==> src/rtl/cam_sccb_init.sv <==
// cam_sccb_init: after power-up walks a {reg,value} ROM and writes each pair to the camera over SCCB.
// Build option SCCB_DELAY_EN: entry 16'hFFF0 becomes a 10*PWR_WAIT idle delay instead of a write.
module cam_sccb_init #(
  parameter int         CLK_DIV  = 125,
  parameter int         PWR_WAIT = 50000,
  parameter logic [7:0] DEV_ID   = 8'h42,
  parameter int         ROM_AW   = 6
) (
  input  logic              i_clk,
  input  logic              i_rst,
  input  logic              i_start,
  output logic [ROM_AW-1:0] o_rom_addr,
  input  logic [15:0]       i_rom_data,
  output logic              o_sio_c,
  output logic              o_sio_d_out,
  output logic              o_sio_d_oe,
  output logic              o_busy,
  output logic              o_cam_cfg_done,
  output logic [7:0]        o_wr_count
);
  localparam int DW = $clog2(CLK_DIV + 1);
  localparam int WW = $clog2(10 * PWR_WAIT + 1);
  localparam logic [2:0] S_PWR = 3'd0, S_FETCH = 3'd1, S_STRT = 3'd2, S_BITS = 3'd3,
                         S_STOP = 3'd4, S_GAP = 3'd5, S_DONE = 3'd6;
`ifdef SCCB_DELAY_EN
  localparam logic [2:0] S_DELAY = 3'd7;
`endif
  logic [2:0]        r_state;
  logic [DW-1:0]     r_div;
  logic [WW-1:0]     r_wait;
  logic [1:0]        r_tick;
  logic [4:0]        r_bit;
  logic              r_fetch_hi;
  logic [7:0]        r_reg, r_val, r_cnt;
  logic [ROM_AW-1:0] r_addr;
  logic              r_sio_c, r_sio_d, r_sio_oe;
  logic              w_bus, w_tick, w_last, w_ack, w_end, w_c, w_d, w_oe;
  logic [1:0]        w_last_tick;
  logic [26:0]       w_frame;
  assign w_bus       = r_state inside {S_STRT, S_BITS, S_STOP, S_GAP};
  assign w_tick      = w_bus && (r_div == DW'(CLK_DIV - 1));
  assign w_last_tick = (r_state == S_STRT) ? 2'd1 : (r_state == S_STOP) ? 2'd2 : 2'd3;
  assign w_last      = w_tick && (r_tick == w_last_tick);
  assign w_end       = &r_addr;
  // ack slots carry 1 so the released line matches the pulled-up value
  assign w_frame     = {DEV_ID, 1'b1, r_reg, 1'b1, r_val, 1'b1};
  assign w_ack       = (r_bit == 5'd8) || (r_bit == 5'd17) || (r_bit == 5'd26);
  always_comb begin
    w_c  = (r_state == S_STRT) ? (r_tick == 2'd0) :
           (r_state == S_BITS) ? r_tick[1] :
           (r_state == S_STOP) ? (r_tick != 2'd0) : 1'b1;
    w_d  = (r_state == S_STRT) ? 1'b0 :
           (r_state == S_BITS) ? w_frame[5'd26 - r_bit] :
           (r_state == S_STOP) ? (r_tick == 2'd2) : 1'b1;
    w_oe = (r_state == S_STRT) || (r_state == S_STOP) || ((r_state == S_BITS) && !w_ack);
  end
  always_ff @(posedge i_clk or posedge i_rst)
    if (i_rst) begin
      r_state    <= S_PWR;
      r_div      <= '0;
      r_wait     <= '0;
      r_tick     <= '0;
      r_bit      <= '0;
      r_fetch_hi <= 1'b0;
      r_reg      <= '0;
      r_val      <= '0;
      r_cnt      <= '0;
      r_addr     <= '0;
      r_sio_c    <= 1'b1;
      r_sio_d    <= 1'b1;
      r_sio_oe   <= 1'b0;
    end else begin
      r_div    <= (w_bus && !w_tick) ? r_div + 1'b1 : '0;
      r_sio_c  <= w_c;
      r_sio_d  <= w_d;
      r_sio_oe <= w_oe;
      if (w_tick) r_tick <= w_last ? 2'd0 : r_tick + 2'd1;
      case (r_state)
        S_PWR: begin
          r_wait <= r_wait + 1'b1;
          if (r_wait == WW'(PWR_WAIT - 1)) begin
            r_wait  <= '0;
            r_state <= S_FETCH;
          end
        end
        S_FETCH: begin
          r_fetch_hi <= !r_fetch_hi;
          if (r_fetch_hi) begin
            {r_reg, r_val} <= i_rom_data;
            r_state <= (i_rom_data == 16'hFFFF) ? S_DONE : S_STRT;
`ifdef SCCB_DELAY_EN
            if (i_rom_data == 16'hFFF0) r_state <= S_DELAY;
`endif
          end
        end
        S_STRT: if (w_last) r_state <= S_BITS;
        S_BITS: if (w_last) begin
          r_bit <= (r_bit == 5'd26) ? 5'd0 : r_bit + 5'd1;
          if (r_bit == 5'd26) r_state <= S_STOP;
        end
        S_STOP: if (w_last) r_state <= S_GAP;
        S_GAP: if (w_last) begin
          r_cnt   <= (r_cnt == 8'hFF) ? r_cnt : r_cnt + 8'd1;
          r_addr  <= w_end ? r_addr : r_addr + 1'b1;
          r_state <= w_end ? S_DONE : S_FETCH;
        end
`ifdef SCCB_DELAY_EN
        S_DELAY: begin
          r_wait <= r_wait + 1'b1;
          if (r_wait == WW'(10 * PWR_WAIT - 1)) begin
            r_wait  <= '0;
            r_addr  <= w_end ? r_addr : r_addr + 1'b1;
            r_state <= w_end ? S_DONE : S_FETCH;
          end
        end
`endif
        default: if (i_start) begin
          r_cnt   <= '0;
          r_addr  <= '0;
          r_state <= S_FETCH;
        end
      endcase
    end
  assign o_rom_addr     = r_addr;
  assign o_sio_c        = r_sio_c;
  assign o_sio_d_out    = r_sio_d;
  assign o_sio_d_oe     = r_sio_oe;
  assign o_busy         = !((r_state == S_PWR) || (r_state == S_DONE));
  assign o_cam_cfg_done = (r_state == S_DONE);
  assign o_wr_count     = r_cnt;
endmodule
==> config.mk <==
export PLATFORM = sky130hd
export DESIGN_NAME = cam_sccb_init
export DESIGN_NICKNAME = d
export VERILOG_FILES = /design/src/rtl/cam_sccb_init.sv
export SDC_FILE = /design/constraint.sdc
export NUM_CORES = 1
export LEC_CHECK = 0
export CAP_MARGIN = 20
export CORE_UTILIZATION = 40
export CTS_BUF_LIST = sky130_fd_sc_hd__clkbuf_16
export DETAILED_ROUTE_END_ITERATION = 12
export DONT_BUFFER_PORTS = 1
export GPL_TIMING_DRIVEN = 0
export PLACE_DENSITY = 0.62
export SLEW_MARGIN = 25
export SYNTH_ARGS = -nofsm -noshare
export SYNTH_HDL_FRONTEND = slang
export SYNTH_SLANG_ARGS = --single-unit
==> constraint.sdc <==
create_clock -name i_clk -period 3 [get_ports i_clk]
set_clock_uncertainty 0.2 [all_clocks]
set_input_delay 0.3 -clock i_clk [delete_from_list [all_inputs] [get_ports i_clk]]
set_output_delay 0.3 -clock i_clk [all_outputs]
set_load 0.05 [all_outputs]
After elaboration in Yosys (flattened, before gate mapping)
Index checks and enable logic that the tools add are counted.
{"block": "word_totals", "regBits": 70, "input_bits": 19, "out_inout_bits": 19, "wordCells": 105}
{"block": "classes", "add_sub_neg": 7, "magnitude_cmp": 1, "eq_ne": 24, "muxes": 33, "bitwise": 1, "reduce_logical": 26}
{"op": "$mux 3", "n": 10}
{"op": "$mux 8", "n": 3}
{"op": "$add 19x1->19 const B", "n": 1}
{"op": "$eq 19x16->1 const B", "n": 1}
{"op": "$mux 19", "n": 1}
{"op": "$mux 6", "n": 3}
{"op": "$pmux 3 s6", "n": 1}
{"op": "$eq 16x16->1 const B", "n": 1}
{"op": "$ne 2x2->1 const B", "n": 8}
{"op": "$pmux 8 s2", "n": 1}
{"op": "$pmux 6 s2", "n": 1}
{"op": "$eq 5x5->1 const B", "n": 2}
{"op": "$eq 3x3->1 const B", "n": 3}
{"op": "$add 8x1->8 const B", "n": 1}
{"op": "$eq 8x8->1 const B", "n": 1}
{"op": "$mux 1", "n": 8}
{"op": "$reduce_and 4->1", "n": 2}
{"op": "$reduce_and 8->1", "n": 1}
{"op": "$add 7x1->7 const B", "n": 1}
{"op": "$eq 7x7->1 const B", "n": 1}
{"op": "$mux 7", "n": 1}
{"op": "$reduce_bool 7->1", "n": 1}
{"op": "$add 6x1->6 const B", "n": 1}
{"op": "$eq 3x2->1 const B", "n": 2}
{"op": "23 further kinds", "n": 36}

Longest topological paths before layout
{"block": "logic_depth", "word_depth": 7, "mapped_depth": 9, "mapped_depth_nobuf": 7}

Least setup slack after synthesis
No wires, ideal clock.
{"block": "synth_timing", "path_kind": "register to output", "from": "register r_state[0]", "to": "output o_busy", "arrival_ns": 2.485, "required_time_ns": 2.500, "setup_slack_ns": 0.015, "stages_incl_launch_ff": 5, "n_path_buf": 2, "cell_sequence": "dfrtp_1 -> buf_2 -> buf_1 -> nor3_1 -> nor2_1"}
{"block": "synth_via", "elab_chain_cells": 3, "elab_cells_between_ends": 4, "cone_classes": "eq/ne (1); reduce/logical (3)"}
{"element": "start: declaration", "line": "28", "text": "logic [2:0] r_state;"}
{"element": "start signal: assignment", "line": "90", "text": "r_state <= (i_rom_data == 16'hFFFF) ? S_DONE : S_STRT;"}
{"element": "start signal: assignment", "line": "105", "text": "r_state <= w_end ? S_DONE : S_FETCH;"}
{"element": "$eq 3x3->1"}
{"element": "net o_cam_cfg_done", "line": "18", "text": "output logic o_cam_cfg_done,"}
{"element": "$logic_or 1x1->1", "line": "128", "text": "assign o_busy = !((r_state == S_PWR) || (r_state == S_DONE));"}
{"element": "$logic_not 1->1", "line": "128"}
{"element": "end: declaration", "line": "17", "text": "output logic o_busy,"}
The timed path passes the listed nets, and every way through them passes these cells.

Worst setup path after layout
Same ends and word-level chain as after synthesis.

==> results.json <==
{
  "status": "finished clean",
  "r2r_setup_slack_ns": 0.25,
  "grt_start_max_net_pins": 54,
  "num-fill-cells": 840,
  "die_area_mm2": 0.01028,
  "layout_commonest_cell": "dfrtp_1",
  "setup_ws_ns": 0.2323,
  "core_mm2": 0.009415,
  "slowest_stage": "buf_1",
  "via_per_inst": 5.469,
  "postCtsSetupBuffers": 0,
  "fmax_mhz": 361.3,
  "setup.worst_path.end_class": "primary output",
  "routedWlPerCell_um": 14.64,
  "vdd_drop_max_v": 0.0002605,
  "whs_ns": 0.1591,
  "synth_nets": 434,
  "regToRegEndpoint": "o_sio_d_out",
  "place_ws_ns": -0.2277,
  "grt_pass1_vias": 3059,
  "mostFrequentLayoutCells": "dfrtp_1 (68), nand2_1 (33), nor2_1 (31)",
  "hold_viol_final": 0,
  "synth_area_leaders": "dfrtp_1 (43%), mux2_2 (5.1%), xor2_1 (4.0%), ha_1 (3.8%), nand2_1 (3.1%)",
  "total_power_mw": 1.995,
  "start_kind": "flip-flop",
  "die_h_um": 101.4,
  "drtPass1Iterations": 4,
  "crit_path_max_fanout": 10,
  "route.detailed.drc": 0,
  "final.period_utilization_pct": 92.26,
  "hold_depth": 4,
  "synth-edff-count": 0,
  "antenna_found_initial": 0,
  "multiInputGateArea_mm2": 0.002072,
  "crit_chain": "buf_2 -> buf_1 -> nor3_2 -> buf_4 -> buf_1 -> nor2_2",
  "largest_register_ffs": 19,
  "worst_path_most_repeated_cell": "buf_1",
  "row_count": 35,
  "io_pins": 38,
  "insertion_delay_ns": 0.33,
  "r2r_cells": 8,
  "antenna_cells": 0,
  "power.leakage_nw": 2.021,
  "synth_top_area_share_pct": 43.05,
  "wl_um": 8299,
  "clk_path_buf_depth": 2,
  "cp.required_ns": 2.50,
  "finalNetCount": 464,
  "overflow": 0,
  "yosys.area.top_type": "dfrtp_1",
  "gp_congestion": 0.8695,
  "power_per_cell_area_mw_per_mm2": 432.2,
  "synth_seq_cells": 70,
  "hp-class": "in -> reg",
  "syn_area_mm2": 0.003953,
  "numCtsBuffers": 9,
  "seqCellArea_mm2": 0.001754,
  "first_iter_violations": 148,
  "synth-seq-area-share_pct": 44.38,
  "fin_crit_ns": 2.768,
  "placed_cells": 535,
  "rsz0062_at_grt": "no",
  "via_count": 3101,
  "numPortBuffers": 0,
  "final_layout_size_suffix_gt1_share_pct": 13.01,
  "drtAntennaViolNets": 0,
  "synth.avg_cell_area_um2": 9.808,
  "grt_pass1_wl_um": 14570,
  "max_stage_delay_ns": 0.44,
  "dp_hpwl_um": 5920,
  "top_register": "r_wait",
  "track_usage_pct": 18.04,
  "maxSlewViolCount": 0,
  "tightest_slew_ns": 0.8294,
  "hp-start": "i_rom_data[1]",
  "area_growth_pct": 16.78,
  "start_util_pct": 41.98,
  "r2r-start": "r_bit[0]",
  "clk_pin_slew_ns": 0.05,
  "max_cap_violations": 0,
  "async_flop_share_pct": 100.0,
  "path_class": "reg -> out",
  "syn-instance-count": 403,
  "ys_warn_count": 0,
  "relSlewSlack_pct": 44.20,
  "yosysUniqueCellTypes": 60,
  "tritoncts": "done",
  "cts-root-buf": "clkbuf_16",
  "crit_arrival_ns": 2.27,
  "die_x_um": 101.4,
  "h-tree-depth": 3,
  "fin_util_pct": 49.02,
  "stdcell_count": 567,
  "clkSinkCount": 70,
  "setup_viol": 0,
  "ys.flop_type": "dfrtp_1",
  "holdPathEnd": "r_state[2]"
}
==> kinds of logic after synthesis <==
| kind of cell | after synthesis | synth area share (%) |
|---|---|---|
| XOR/XNOR | 27 | 5.983 |
| flip-flops | 70 | 44.38 |
| AND/OR/NAND/NOR | 158 | 21.59 |
| multiplexers | 27 | 8.040 |
| AO/OA/AOI/OAI | 76 | 12.76 |
| buffers and inverters | 33 | 3.450 |
| adder cells (fa/ha/maj) | 12 | 3.799 |
==> report_power, final <==
| part | leakage, nW | internal, mW | switching, mW |
|---|---|---|---|
| Clock | 0.151 | 0.630 | 0.377 |
| Combinational | 0.928 | 0.0195 | 0.0230 |
| Sequential | 0.941 | 0.945 | 0 |
==> stage by stage <==
stage / instance area (um2) / TNS (ns)
after floorplan: 3953 / 0
after global placement: 4114 / -5.766
after detailed placement: 4160 / -0.2277
after CTS: 4613 / 0
after global routing: 4616 / 0
final: 4616 / 0
==> cells in the mapped netlist, types with 4 or more instances <==
| cell type | n |
|---|---|
| xor2_1 | 18 |
| nor2_1 | 32 |
| and3_1 | 12 |
| clkbuf_1 | 11 |
| dfrtp_1 | 68 |
| xnor2_1 | 9 |
| or3_1 | 8 |
| nor4_1 | 4 |
| mux2i_1 | 7 |
| ha_1 | 12 |
| a21oi_1 | 20 |
| inv_1 | 15 |
| nor3b_1 | 4 |
| nand2_1 | 33 |
| buf_2 | 4 |
| nand3_1 | 16 |
| nand4_1 | 15 |
| nor3_1 | 11 |
| mux2_2 | 18 |
| o31ai_1 | 4 |
| o21ai_0 | 24 |
==> critical path, delay by kind of cell, from the launching register on <==
family | cells | cell delay (ns)
buf+inv | 4 | 1.00
simple gates | 2 | 0.52
flops | 1 | 0.41
==> what timing repair did <==
item | in CTS | in global routing
hold buffers | 17 | 0
endpoints found under the hold margin | 86 | 0
gates resized for setup | 2 | 1
setup endpoints to repair | 2 | 1
==> cell type report <==
type / instances / share of cell area, %
Inverter: 15 / 1.274
Multi-Input combinational cell: 300 / 44.89
Sequential cell: 70 / 38.00
Timing Repair Buffer: 20 / 4.527
Clock inverter: 7 / 1.247
Tap cell: 129 / 3.497
Clock buffer: 9 / 4.879
Buffer: 17 / 1.681
==> layer usage <==
layer	up-vias	track usage [%]	part of all wire [%]	routed length (um)
met5	-	0	0	0
met4	0	7.469	1.6	132
met3	11	4.348	4.1	341
met2	60	27.16	44	3690
met1	1512	24.96	50	4134
li1	1518	-	-	-
==> worst max path at each step <==
stage / depth (start not counted) / startpoint / to / slack (ns)
after floorplan: 4 / r_state[0] / o_busy / 0.02
after global placement: 4 / r_state[0] / o_busy / -0.33
after detailed placement: 9 / r_bit[0] / o_sio_d_out / -0.23
after CTS: 8 / r_bit[0] / o_sio_d_out / 0.15
after global routing: 8 / r_bit[0] / o_sio_d_out / 0.07
final: 6 / r_state[0] / o_busy / 0.23
Note: power is estimated with default switching activity, not from simulation.
